--- src/rtl/element_tag_parser_if.sv ---
// Purpose: character-in / tag-record-out bundle for element_tag_parser.
// master: tokenizer side (drives start_i, char_valid_i, char_i; observes results).
// slave : parser side (observes the stream; drives busy/done/tag/attribute record).
interface element_tag_parser_if #(
    parameter int unsigned CHAR_W        = 8,
    parameter int unsigned ATTR_NAME_MAX = 12,
    parameter int unsigned VAL_MAX       = 16
);
    localparam int unsigned ANL_W = $clog2(ATTR_NAME_MAX + 1);
    localparam int unsigned AVL_W = $clog2(VAL_MAX + 1);

    logic                            start_i;
    logic                            char_valid_i;
    logic [CHAR_W-1:0]               char_i;
    logic                            busy_o;
    logic                            done_o;
    logic                            error_o;
    logic [3:0]                      tag_id_o;
    logic                            is_closing_o;
    logic                            is_self_closing_o;
    logic                            attr_valid_o;
    logic [ATTR_NAME_MAX*CHAR_W-1:0] attr_name_o;
    logic [ANL_W-1:0]                attr_name_len_o;
    logic [VAL_MAX*CHAR_W-1:0]       attr_value_o;
    logic [AVL_W-1:0]                attr_value_len_o;
    logic                            attr_truncated_o;

    modport master (
        output start_i, char_valid_i, char_i,
        input  busy_o, done_o, error_o, tag_id_o, is_closing_o, is_self_closing_o,
        input  attr_valid_o, attr_name_o, attr_name_len_o, attr_value_o,
        input  attr_value_len_o, attr_truncated_o
    );

    modport slave (
        input  start_i, char_valid_i, char_i,
        output busy_o, done_o, error_o, tag_id_o, is_closing_o, is_self_closing_o,
        output attr_valid_o, attr_name_o, attr_name_len_o, attr_value_o,
        output attr_value_len_o, attr_truncated_o
    );
endinterface

--- src/rtl/element_tag_parser.sv ---
// Purpose: parses one markup tag (chars after '<' through '>'), resolves the
// case-folded tag name against a fixed table, flags closing/self-closing tags
// and emits each attribute as a name/value record.
// Ports: clock_i, reset_i (synchronous, active-high); bus (element_tag_parser_if.slave).
// Optional feature: define UNQUOTED_ATTR_EN to accept unquoted attribute values.
module element_tag_parser #(
    parameter int unsigned CHAR_W        = 8,
    parameter int unsigned NAME_MAX      = 8,
    parameter int unsigned ATTR_NAME_MAX = 12,
    parameter int unsigned VAL_MAX       = 16
) (
    input  logic                 clock_i,
    input  logic                 reset_i,
    element_tag_parser_if.slave  bus
);
    localparam int unsigned NB_W  = NAME_MAX * CHAR_W;
    localparam int unsigned AN_W  = ATTR_NAME_MAX * CHAR_W;
    localparam int unsigned AV_W  = VAL_MAX * CHAR_W;
    localparam int unsigned NL_W  = $clog2(NAME_MAX + 1);
    localparam int unsigned ANL_W = $clog2(ATTR_NAME_MAX + 1);
    localparam int unsigned AVL_W = $clog2(VAL_MAX + 1);

    localparam logic [CHAR_W-1:0] C_SP = CHAR_W'(8'h20), C_TAB = CHAR_W'(8'h09);
    localparam logic [CHAR_W-1:0] C_CR = CHAR_W'(8'h0d), C_LF  = CHAR_W'(8'h0a);
    localparam logic [CHAR_W-1:0] C_SLASH = CHAR_W'(8'h2f), C_GT = CHAR_W'(8'h3e);
    localparam logic [CHAR_W-1:0] C_EQ = CHAR_W'(8'h3d), C_DASH = CHAR_W'(8'h2d);
    localparam logic [CHAR_W-1:0] C_DQ = CHAR_W'(8'h22), C_SQ = CHAR_W'(8'h27);

    typedef enum logic [3:0] {
        S_IDLE, S_FIRST, S_NAME, S_WS, S_ANAME, S_VSTART,
        S_VAL, S_UVAL, S_SLASH, S_ERR, S_FINISH
    } state_e;

    function automatic logic is_ws(input logic [CHAR_W-1:0] c);
        return (c == C_SP) || (c == C_TAB) || (c == C_CR) || (c == C_LF);
    endfunction

    function automatic logic is_upper(input logic [CHAR_W-1:0] c);
        return (c >= CHAR_W'(8'h41)) && (c <= CHAR_W'(8'h5a));
    endfunction

    function automatic logic is_letter(input logic [CHAR_W-1:0] c);
        return is_upper(c) || ((c >= CHAR_W'(8'h61)) && (c <= CHAR_W'(8'h7a)));
    endfunction

    function automatic logic is_digit(input logic [CHAR_W-1:0] c);
        return (c >= CHAR_W'(8'h30)) && (c <= CHAR_W'(8'h39));
    endfunction

    // Tag-table entry: up to four ASCII chars, first char in the low byte, zero padded.
    function automatic logic [NB_W-1:0] mk_name(input logic [31:0] s);
        logic [NB_W-1:0] r;
        r = '0;
        for (int i = 0; i < 4; i++) begin
            if (i < int'(NAME_MAX)) r[i*CHAR_W +: CHAR_W] = CHAR_W'(s[i*8 +: 8]);
        end
        return r;
    endfunction

    // Exact match works because the name buffer is zero-cleared at start.
    function automatic logic [3:0] tag_lookup(input logic [NB_W-1:0] nm, input logic ovf);
        logic [3:0] id;
        id = 4'd0;
        if (!ovf) begin
            if      (nm == mk_name(32'h0076_6964)) id = 4'd1; // div
            else if (nm == mk_name(32'h0000_0070)) id = 4'd2; // p
            else if (nm == mk_name(32'h7964_6f62)) id = 4'd3; // body
            else if (nm == mk_name(32'h0000_0061)) id = 4'd4; // a
            else if (nm == mk_name(32'h0067_6d69)) id = 4'd5; // img
            else if (nm == mk_name(32'h6e61_7073)) id = 4'd6; // span
        end
        return id;
    endfunction

    state_e             state_q, state_d;
    logic [NB_W-1:0]    name_buf_q, name_buf_d;
    logic [NL_W-1:0]    name_len_q, name_len_d;
    logic               name_ovf_q, name_ovf_d;
    logic               closing_q, closing_d;
    logic               attr_seen_q, attr_seen_d;
    logic [CHAR_W-1:0]  quote_q, quote_d;
    logic               busy_q, busy_d, done_q, done_d, error_q, error_d;
    logic [3:0]         tag_id_q, tag_id_d;
    logic               is_closing_q, is_closing_d, is_sc_q, is_sc_d;
    logic               attr_valid_q, attr_valid_d, attr_trunc_q, attr_trunc_d;
    logic [AN_W-1:0]    attr_name_q, attr_name_d;
    logic [ANL_W-1:0]   attr_name_len_q, attr_name_len_d;
    logic [AV_W-1:0]    attr_value_q, attr_value_d;
    logic [AVL_W-1:0]   attr_value_len_q, attr_value_len_d;

    logic [CHAR_W-1:0]  c;
    logic               consume, do_ws, to_err, fin, fin_err, fin_sc;
    logic               name_app, attr_start, aname_app, val_app;

    assign c       = bus.char_i;
    assign consume = busy_q && bus.char_valid_i;

    // State register.
    always_ff @(posedge clock_i) begin
        if (reset_i) begin
            state_q          <= S_IDLE;
            name_buf_q       <= '0;
            name_len_q       <= '0;
            name_ovf_q       <= 1'b0;
            closing_q        <= 1'b0;
            attr_seen_q      <= 1'b0;
            quote_q          <= '0;
            busy_q           <= 1'b0;
            done_q           <= 1'b0;
            error_q          <= 1'b0;
            tag_id_q         <= '0;
            is_closing_q     <= 1'b0;
            is_sc_q          <= 1'b0;
            attr_valid_q     <= 1'b0;
            attr_trunc_q     <= 1'b0;
            attr_name_q      <= '0;
            attr_name_len_q  <= '0;
            attr_value_q     <= '0;
            attr_value_len_q <= '0;
        end else begin
            state_q          <= state_d;
            name_buf_q       <= name_buf_d;
            name_len_q       <= name_len_d;
            name_ovf_q       <= name_ovf_d;
            closing_q        <= closing_d;
            attr_seen_q      <= attr_seen_d;
            quote_q          <= quote_d;
            busy_q           <= busy_d;
            done_q           <= done_d;
            error_q          <= error_d;
            tag_id_q         <= tag_id_d;
            is_closing_q     <= is_closing_d;
            is_sc_q          <= is_sc_d;
            attr_valid_q     <= attr_valid_d;
            attr_trunc_q     <= attr_trunc_d;
            attr_name_q      <= attr_name_d;
            attr_name_len_q  <= attr_name_len_d;
            attr_value_q     <= attr_value_d;
            attr_value_len_q <= attr_value_len_d;
        end
    end

    // Next-state and registered-output logic.
    always_comb begin
        state_d          = state_q;
        name_buf_d       = name_buf_q;
        name_len_d       = name_len_q;
        name_ovf_d       = name_ovf_q;
        closing_d        = closing_q;
        attr_seen_d      = attr_seen_q;
        quote_d          = quote_q;
        busy_d           = busy_q;
        done_d           = 1'b0;
        error_d          = error_q;
        tag_id_d         = tag_id_q;
        is_closing_d     = is_closing_q;
        is_sc_d          = is_sc_q;
        attr_valid_d     = 1'b0;
        attr_trunc_d     = attr_trunc_q;
        attr_name_d      = attr_name_q;
        attr_name_len_d  = attr_name_len_q;
        attr_value_d     = attr_value_q;
        attr_value_len_d = attr_value_len_q;
        do_ws      = 1'b0;
        to_err     = 1'b0;
        fin        = 1'b0;
        fin_err    = 1'b0;
        fin_sc     = 1'b0;
        name_app   = 1'b0;
        attr_start = 1'b0;
        aname_app  = 1'b0;
        val_app    = 1'b0;

        case (state_q)
            S_IDLE: if (bus.start_i) begin
                name_buf_d  = '0;
                name_len_d  = '0;
                name_ovf_d  = 1'b0;
                closing_d   = 1'b0;
                attr_seen_d = 1'b0;
                busy_d      = 1'b1;
                state_d     = S_FIRST;
            end
            S_FIRST: if (consume) begin
                if (c == C_SLASH) begin
                    closing_d = 1'b1;
                    state_d   = S_NAME;
                end else if (is_letter(c)) begin
                    name_app = 1'b1;
                    state_d  = S_NAME;
                end else to_err = 1'b1;
            end
            S_NAME: if (consume) begin
                if (is_letter(c) || is_digit(c)) name_app = 1'b1;
                else if (is_ws(c))               state_d = S_WS;
                else if (c == C_SLASH)           state_d = S_SLASH;
                else if (c == C_GT)              fin = 1'b1;
                else                             to_err = 1'b1;
            end
            S_WS: if (consume) do_ws = 1'b1;
            S_ANAME: if (consume) begin
                if (is_letter(c) || is_digit(c) || c == C_DASH) aname_app = 1'b1;
                else if (c == C_EQ) state_d = S_VSTART;
                else if (is_ws(c) || c == C_SLASH || c == C_GT) begin
                    // Boolean attribute: emit, then treat the terminator as whitespace-state input.
                    attr_valid_d = 1'b1;
                    do_ws        = 1'b1;
                end else to_err = 1'b1;
            end
            S_VSTART: if (consume) begin
                if (c == C_DQ || c == C_SQ) begin
                    quote_d = c;
                    state_d = S_VAL;
                end
`ifdef UNQUOTED_ATTR_EN
                else if (!is_ws(c) && c != C_GT) begin
                    val_app = 1'b1;
                    state_d = S_UVAL;
                end
`endif
                else to_err = 1'b1;
            end
            S_VAL: if (consume) begin
                if (c == quote_q) begin
                    attr_valid_d = 1'b1;
                    state_d      = S_WS;
                end else val_app = 1'b1;
            end
`ifdef UNQUOTED_ATTR_EN
            S_UVAL: if (consume) begin
                if (is_ws(c)) begin
                    attr_valid_d = 1'b1;
                    state_d      = S_WS;
                end else if (c == C_GT) begin
                    attr_valid_d = 1'b1;
                    fin          = 1'b1;
                end else if (c == C_DQ || c == C_SQ) to_err = 1'b1;
                else val_app = 1'b1;
            end
`endif
            S_SLASH: if (consume) begin
                if (c == C_GT) begin
                    fin    = 1'b1;
                    fin_sc = 1'b1;
                end else to_err = 1'b1;
            end
            S_ERR: if (consume && c == C_GT) begin
                fin     = 1'b1;
                fin_err = 1'b1;
            end
            S_FINISH: state_d = S_IDLE;
            default:  state_d = S_IDLE;
        endcase

        if (do_ws) begin
            if (is_ws(c))          state_d = S_WS;
            else if (c == C_SLASH) state_d = S_SLASH;
            else if (c == C_GT)    fin = 1'b1;
            else if (is_letter(c)) begin
                attr_start = 1'b1;
                state_d    = S_ANAME;
            end else to_err = 1'b1;
        end

        // A '>' that triggers an error also ends the tag; otherwise swallow until '>'.
        if (to_err) begin
            if (c == C_GT) begin
                fin     = 1'b1;
                fin_err = 1'b1;
            end else state_d = S_ERR;
        end

        if (name_app) begin
            if (name_len_q < NL_W'(NAME_MAX)) begin
                name_buf_d[int'(name_len_q)*CHAR_W +: CHAR_W] = is_upper(c) ? c + CHAR_W'(32) : c;
                name_len_d = name_len_q + NL_W'(1);
            end else name_ovf_d = 1'b1;
        end

        if (attr_start) begin
            attr_seen_d                = 1'b1;
            attr_name_d                = '0;
            attr_name_d[CHAR_W-1:0]    = c;
            attr_name_len_d            = ANL_W'(1);
            attr_value_d               = '0;
            attr_value_len_d           = '0;
            attr_trunc_d               = 1'b0;
        end

        if (aname_app) begin
            if (attr_name_len_q < ANL_W'(ATTR_NAME_MAX)) begin
                attr_name_d[int'(attr_name_len_q)*CHAR_W +: CHAR_W] = c;
                attr_name_len_d = attr_name_len_q + ANL_W'(1);
            end else attr_trunc_d = 1'b1;
        end

        if (val_app) begin
            if (attr_value_len_q < AVL_W'(VAL_MAX)) begin
                attr_value_d[int'(attr_value_len_q)*CHAR_W +: CHAR_W] = c;
                attr_value_len_d = attr_value_len_q + AVL_W'(1);
            end else attr_trunc_d = 1'b1;
        end

        if (fin) begin
            state_d      = S_FINISH;
            done_d       = 1'b1;
            busy_d       = 1'b0;
            tag_id_d     = tag_lookup(name_buf_q, name_ovf_q);
            is_closing_d = closing_q;
            is_sc_d      = fin_sc;
            // Closing tags may not carry attributes or end in "/>".
            error_d      = fin_err || (closing_q && (attr_seen_q || fin_sc));
        end
    end

    assign bus.busy_o            = busy_q;
    assign bus.done_o            = done_q;
    assign bus.error_o           = error_q;
    assign bus.tag_id_o          = tag_id_q;
    assign bus.is_closing_o      = is_closing_q;
    assign bus.is_self_closing_o = is_sc_q;
    assign bus.attr_valid_o      = attr_valid_q;
    assign bus.attr_name_o       = attr_name_q;
    assign bus.attr_name_len_o   = attr_name_len_q;
    assign bus.attr_value_o      = attr_value_q;
    assign bus.attr_value_len_o  = attr_value_len_q;
    assign bus.attr_truncated_o  = attr_trunc_q;
endmodule

--- src/flat_wrapper.sv ---
// flat-port wrapper written by rule: the top's interface ports become plain ports
module element_tag_parser_flat 
#(
    parameter int unsigned CHAR_W        = 8,
    parameter int unsigned NAME_MAX      = 8,
    parameter int unsigned ATTR_NAME_MAX = 12,
    parameter int unsigned VAL_MAX       = 16
)
  (clock_i, reset_i, bus_start_i, bus_char_valid_i, bus_char_i, bus_busy_o, bus_done_o, bus_error_o, bus_tag_id_o, bus_is_closing_o, bus_is_self_closing_o, bus_attr_valid_o, bus_attr_name_o, bus_attr_name_len_o, bus_attr_value_o, bus_attr_value_len_o, bus_attr_truncated_o);
  element_tag_parser_if #(.CHAR_W(CHAR_W), .ATTR_NAME_MAX(ATTR_NAME_MAX), .VAL_MAX(VAL_MAX)) bus_i ();
  input  logic clock_i;
  input  logic reset_i;
  input wire logic [$bits(bus_i.start_i)-1:0] bus_start_i;
  input wire logic [$bits(bus_i.char_valid_i)-1:0] bus_char_valid_i;
  input wire logic [$bits(bus_i.char_i)-1:0] bus_char_i;
  output wire logic [$bits(bus_i.busy_o)-1:0] bus_busy_o;
  output wire logic [$bits(bus_i.done_o)-1:0] bus_done_o;
  output wire logic [$bits(bus_i.error_o)-1:0] bus_error_o;
  output wire logic [$bits(bus_i.tag_id_o)-1:0] bus_tag_id_o;
  output wire logic [$bits(bus_i.is_closing_o)-1:0] bus_is_closing_o;
  output wire logic [$bits(bus_i.is_self_closing_o)-1:0] bus_is_self_closing_o;
  output wire logic [$bits(bus_i.attr_valid_o)-1:0] bus_attr_valid_o;
  output wire logic [$bits(bus_i.attr_name_o)-1:0] bus_attr_name_o;
  output wire logic [$bits(bus_i.attr_name_len_o)-1:0] bus_attr_name_len_o;
  output wire logic [$bits(bus_i.attr_value_o)-1:0] bus_attr_value_o;
  output wire logic [$bits(bus_i.attr_value_len_o)-1:0] bus_attr_value_len_o;
  output wire logic [$bits(bus_i.attr_truncated_o)-1:0] bus_attr_truncated_o;
  assign bus_i.start_i = bus_start_i;
  assign bus_i.char_valid_i = bus_char_valid_i;
  assign bus_i.char_i = bus_char_i;
  assign bus_busy_o = bus_i.busy_o;
  assign bus_done_o = bus_i.done_o;
  assign bus_error_o = bus_i.error_o;
  assign bus_tag_id_o = bus_i.tag_id_o;
  assign bus_is_closing_o = bus_i.is_closing_o;
  assign bus_is_self_closing_o = bus_i.is_self_closing_o;
  assign bus_attr_valid_o = bus_i.attr_valid_o;
  assign bus_attr_name_o = bus_i.attr_name_o;
  assign bus_attr_name_len_o = bus_i.attr_name_len_o;
  assign bus_attr_value_o = bus_i.attr_value_o;
  assign bus_attr_value_len_o = bus_i.attr_value_len_o;
  assign bus_attr_truncated_o = bus_i.attr_truncated_o;
  element_tag_parser #(.CHAR_W(CHAR_W), .NAME_MAX(NAME_MAX), .ATTR_NAME_MAX(ATTR_NAME_MAX), .VAL_MAX(VAL_MAX)) u_core (.clock_i(clock_i), .reset_i(reset_i), .bus(bus_i));
endmodule
--- config.mk ---
export PLATFORM = sky130hd
export DESIGN_NAME = element_tag_parser_flat
export DESIGN_NICKNAME = d
export VERILOG_FILES = /design/src/rtl/element_tag_parser_if.sv /design/src/rtl/element_tag_parser.sv /design/src/flat_wrapper.sv
export SDC_FILE = /design/constraint.sdc
export NUM_CORES = 1
export LEC_CHECK = 0
export CAP_MARGIN = 15
export CORE_ASPECT_RATIO = 0.6
export CORE_MARGIN = 2
export CORE_UTILIZATION = 40
export CTS_BUF_LIST = sky130_fd_sc_hd__clkbuf_16
export DETAILED_ROUTE_END_ITERATION = 8
export SYNTH_ARGS = -nofsm -noshare
export SYNTH_HDL_FRONTEND = slang
export SYNTH_SLANG_ARGS = --single-unit
export TNS_END_PERCENT = 20
--- constraint.sdc ---
create_clock -name clock_i -period 3.2 [get_ports clock_i]
set_input_delay 0.64 -clock clock_i [delete_from_list [all_inputs] [get_ports clock_i]]
set_output_delay 0.64 -clock clock_i [all_outputs]
set_load 0.01 [all_outputs]
# Word-level counts from Yosys, hierarchy flattened
# Index checks and enable logic that the tools add are counted.
# op_classes
n_shift,6
n_reduce_logical,27
n_eq_ne,28
n_lt_le_gt_ge,9
add_sub_neg,7
mux,135
# op_table
operator,count
128-bit 2-to-1 mux,3
96-bit 2-to-1 mux,3
64-bit 2-to-1 mux,4
4-bit 2-to-1 mux,36
128-bit bitwise mux,1
"64-bit by 23-bit equality test with 1-bit output, second input constant",2
"64-bit by 31-bit equality test with 1-bit output, second input constant",2
"64-bit by 7-bit equality test with 1-bit output, second input constant",2
"8-bit by 34-bit variable shift with 128-bit output, first input constant",1
8-bit by 34-bit indexed part select with 128-bit output,1
96-bit bitwise mux,1
"8-bit by 34-bit variable shift with 96-bit output, first input constant",1
8-bit by 34-bit indexed part select with 96-bit output,1
1-bit 2-to-1 mux,74
7-bit negator with 34-bit output,2
64-bit bitwise mux,1
"8-bit by 34-bit variable shift with 64-bit output, first input constant",1
8-bit by 34-bit indexed part select with 64-bit output,1
"8-bit by 6-bit equality test with 1-bit output, second input constant",7
8-bit negator with 34-bit output,1
4-bit case mux with 7 select lines,1
"8-bit by 4-bit equality test with 1-bit output, second input constant",3
"8-bit by 7-bit greater-or-equal comparator with 1-bit output, second input constant",2
"8-bit by 7-bit less-or-equal comparator with 1-bit output, second input constant",2
other kinds (29),59
# word_totals
regBits,327

# Longest topological paths before layout
# depth
word_depth,18
depth_mapped,12
mapped_depth_nobuf,9

# Least setup slack after synthesis
# OpenSTA, ideal clock, no wires.
# synth_timing
kind,register -> register
startpoint,register u_core.attr_value_len_q[0] (netlist: u_core.bus.attr_value_len_o[0])
endpoint,register u_core.attr_value_q[104] (netlist: u_core.bus.attr_value_o[104])
setup_time_ps,132
arrival_ps,2655
required_time_ps,3068
setup_slack_ps,413
stages_incl_launch_ff,12
period_less_slack_ps,2787
cell_sequence,dfxtp_1 clkbuf_1 inv_1 ha_1 nor3b_1 ha_1 nor3b_1 nand4_1 or2_2 clkbuf_1 nand3_1 a21oi_1
# synth_via
elab_chain_len,5
elab_cells_between_ends,7
cone_classes,add/sub (1); order compare (1); shift (2); mux (3)
# synth_rtl
element,line,text
from (decl),element_tag_parser.sv:89,"logic [AVL_W-1:0] attr_value_len_q, attr_value_len_d;"
from (signal assigned),element_tag_parser.sv:139,attr_value_len_q <= attr_value_len_d;
8-bit negator with 34-bit output,element_tag_parser.sv:299,attr_value_d[int'(attr_value_len_q)*CHAR_W +: CHAR_W] = c;
8-bit by 34-bit indexed part select with 128-bit output / 8-bit by 34-bit variable shift with 128-bit output (equally long branches),element_tag_parser.sv:299,
128-bit bitwise mux,element_tag_parser.sv:299,
128-bit 2-to-1 mux (*),element_tag_parser.sv:298,if (attr_value_len_q < AVL_W'(VAL_MAX)) begin
128-bit 2-to-1 mux (*),element_tag_parser.sv:297,if (val_app) begin
to (signal assigned),element_tag_parser.sv:138,attr_value_q <= attr_value_d;
to (decl),element_tag_parser.sv:88,"logic [AV_W-1:0] attr_value_q, attr_value_d;"
# Every way passes the cells marked *; elsewhere a longest branch is shown, timed or not.
# A chain may end at the register's enable or synchronous reset.

# Worst setup path after layout
# layout_timing
startpoint,input port bus_char_i[7]
endpoint,register u_core.state_q[2]
# layout_via
elab_chain_len,18
elab_cells_between_ends,93
cone_classes,order compare (6); eq/ne (11); mux (62); reduce/logical (14)
# layout_rtl
element,line,text
from (decl),flat_wrapper.sv:15,input wire logic [$bits(bus_i.char_i)-1:0] bus_char_i;
branches (longest 18 deep; another with 8-bit by 7-bit greater-or-equal comparator with 1-bit output),-,
to (signal assigned),element_tag_parser.sv:121,state_q <= state_d;
to (decl),element_tag_parser.sv:75,"state_e state_q, state_d;"
# Parallel ways; which one is timed is not known.

==> metrics <==
status completed; Synth area leaders dfxtp_1, nand3_1, a21oi_1; fin. max-slew vios 0; hold buffer count at CTS 0; antenna cells 0; global route overflow 0; CTS tree yes; Slew @ Worst Pin 893.8 ps; CP required 3630 ps; Seq/Total Area, Yosys 45.58%; Synth Net Count 1778; largest area contributor in the netlist dfxtp_1; hold crit path type reg2reg; Clock Skews 14.52 ps; initial antenna violation count 0; power per standard cell area 438.7 mW/mm^2; crit path DAT 3310 ps; final hold vios 0; share of cells above drive strength 1 10.94%; first-pass detailed-route iteration total 7; max incr delay on CP 530 ps; RSZ-0062 raised after global routing no; fin crit share 89.90%; HPWL Detailed 35120 um; die span in y 150.6 um; WL final 50750 um; H-tree Lvls 2; post-synth top area share 45.58%; remaining antenna violation count 0; Die Wd 248.2 um; Reg clk slew, reported paths 70 ps; worst hold margin 456.5 ps; Post-CTS Setup Bufs 0; syn_area_per_cell 8.177 um^2; GRT Util Overall 26.48%; post_cts resized 0; cell repeated most along the worst path buf_4; WL/cell 20.40 um; DRC violations left 0; Initial Util 40.74%; Fillers 3313; number of synthesized flops with an enable pin 0; vias in the first global route 12980; Clock Sinks 326; NumNets Final 2025; FMAX 347.6 MHz; core area 0.03515 mm^2; crit start category primary input; CP Capture Type flop; Static Leakage 6.424 nW; pin count of the biggest net entering global routing 93; Gate Count Post-Synth 1751; cell with the most instances after synthesis nand3_1; die area 0.03737 mm^2; relative slew slack 39.86%; via/cell ratio 5.663; port bufs 254; area grow syn2layout 31.75%; Synth Register Bits 326; GPL Wtd Cong 1.018; CP Max Fanout 4; initial drt markers 1241; Slowest cell on crit path nor4_1; Post-synth top cells nand3_1, dfxtp_1, a21oi_1, nand2_1, clkbuf_1; Mapped Area 0.01432 mm^2; first-pass GRT wire length 76860 um; CTS Buf Count 34; clock buffer depth 3; final setup vio count 0; fin crit period 2877 ps; count of cell types in the netlist 78; Fin Setup TNS 0 ps; Max VDD drop 0.3128 mV; CTS Root Buffer Type clkbuf_16; Critical Path, Cell by Cell clkdlybuf4s50_1 > or3b_4 > nor4_1 > buf_4 > a21o_1 > buf_4 > a2111oi_0 > a211oi_2 > buf_4 > nor4b_1; Power Total 8.275 mW; worst skew pair latency 540 ps; Primary FF master, synth dfxtp_1; num ports 256; row count 53; Async SR Flop Fraction 0%; top cell family by delay on the critical path simple AND/OR/NAND/NOR gates; synth warn 0; critical path class in2reg; worst path buffer plus inverter count 4; total of max-cap violations 0; vias 14090
==> flip-flops by register name, indices dropped and copies added (netlist names), 3 cells and up <==
name,cells
u_core.bus.attr_name_len_o,4
u_core.bus.attr_name_o,96
u_core.bus.attr_value_len_o,5
u_core.bus.attr_value_o,128
u_core.bus.tag_id_o,3
u_core.name_buf_q,64
u_core.name_len_q,4
u_core.quote_q,8
u_core.state_q,4
==> where the power goes <==
part           total [mW]  leakage (nW)  internal (mW)  switching, mW
Combinational       0.380          3.27         0.0988          0.281
Sequential           4.07          2.62           4.06        0.00679
Clock                3.83         0.527           2.11           1.72
==> per-layer routing <==
layer | vias to the layer above | GRT usage [%] | part of all wire, %
met5 | - | 0 | 0
met3 | 67 | 7.166 | 8.9
met4 | 0 | 7.113 | 1.9
met1 | 6754 | 39.91 | 47
met2 | 497 | 36.49 | 42
li1 | 6771 | - | -
==> kinds of logic after synthesis <==
family	Yosys count	share of synthesized area [%]
DFF	326	45.58
other	1	0.02619
and+or+nand+nor	824	30.32
xor gates and xnor gates	16	0.9787
buffers and inverters	175	5.077
adders and majority gates	15	1.311
muxes	15	1.049
AOI/OAI and AO/OA	379	15.66
==> final cells by class <==
class	instances	area, um^2	share of cell area (%)
Clock buffer	34	850.8	4.510
Timing Repair Buffer	368	3567	18.91
Clock inverter	25	181.4	0.9618
Inverter	18	67.56	0.3582
Multi-Input combinational cell	1250	7086	37.56
Tap cell	467	584.3	3.098
Sequential cell	326	6526	34.60
==> cells in the final DEF (no fill, tap or decap), types with 23 or more instances in the layout <==
cell             count
nand3_1            333
dfxtp_1            326
clkdlybuf4s50_1    246
a21oi_1            244
nand2_1            169
buf_4               98
nor2_1              68
nand3b_1            39
o21ai_0             35
clkbuf_16           34
inv_1               24
o21ai_1             23
==> through the flow <==
stage	setup WS, ps	cell area (um^2)	cells	utilization [%]
3_5_place_dp	-92.41	17830	2429	50.73
6_report	323.3	18860	2488	53.67
4_1_cts	424.8	18860	2488	53.67
3_3_place_gp	-134.1	17830	2429	50.73
2_1_floorplan	413.2	14320	1751	-
5_1_grt	208.8	18860	2488	53.67
==> path summary, 6_finish.rpt <==
kind	startpoint	endpoint	slack [ps]	cells after the start
max	bus_char_i[7]	u_core.state_q[2]$_SDFF_PP0_	320	10
min	u_core.bus.tag_id_o[0]$_SDFFE_PP0P_	u_core.bus.tag_id_o[0]$_SDFFE_PP0P_	460	2
max reg2reg	u_core.bus.attr_name_len_o[1]$_SDFF_PP0_	u_core.bus.attr_name_o[0]$_SDFF_PP0_	460	8
min reg2reg	u_core.bus.tag_id_o[0]$_SDFFE_PP0P_	u_core.bus.tag_id_o[0]$_SDFFE_PP0P_	460	2
==> worst register-to-register path, stage by stage (launching register included) <==
cell	delay (ps)
dfxtp_1	380
or3_1	390
inv_1	70
ha_1	320
or4_1	620
a311oi_1	410
a21oi_2	180
mux2i_1	180
nor2_1	50
Power figures use the tool's default switching activity.
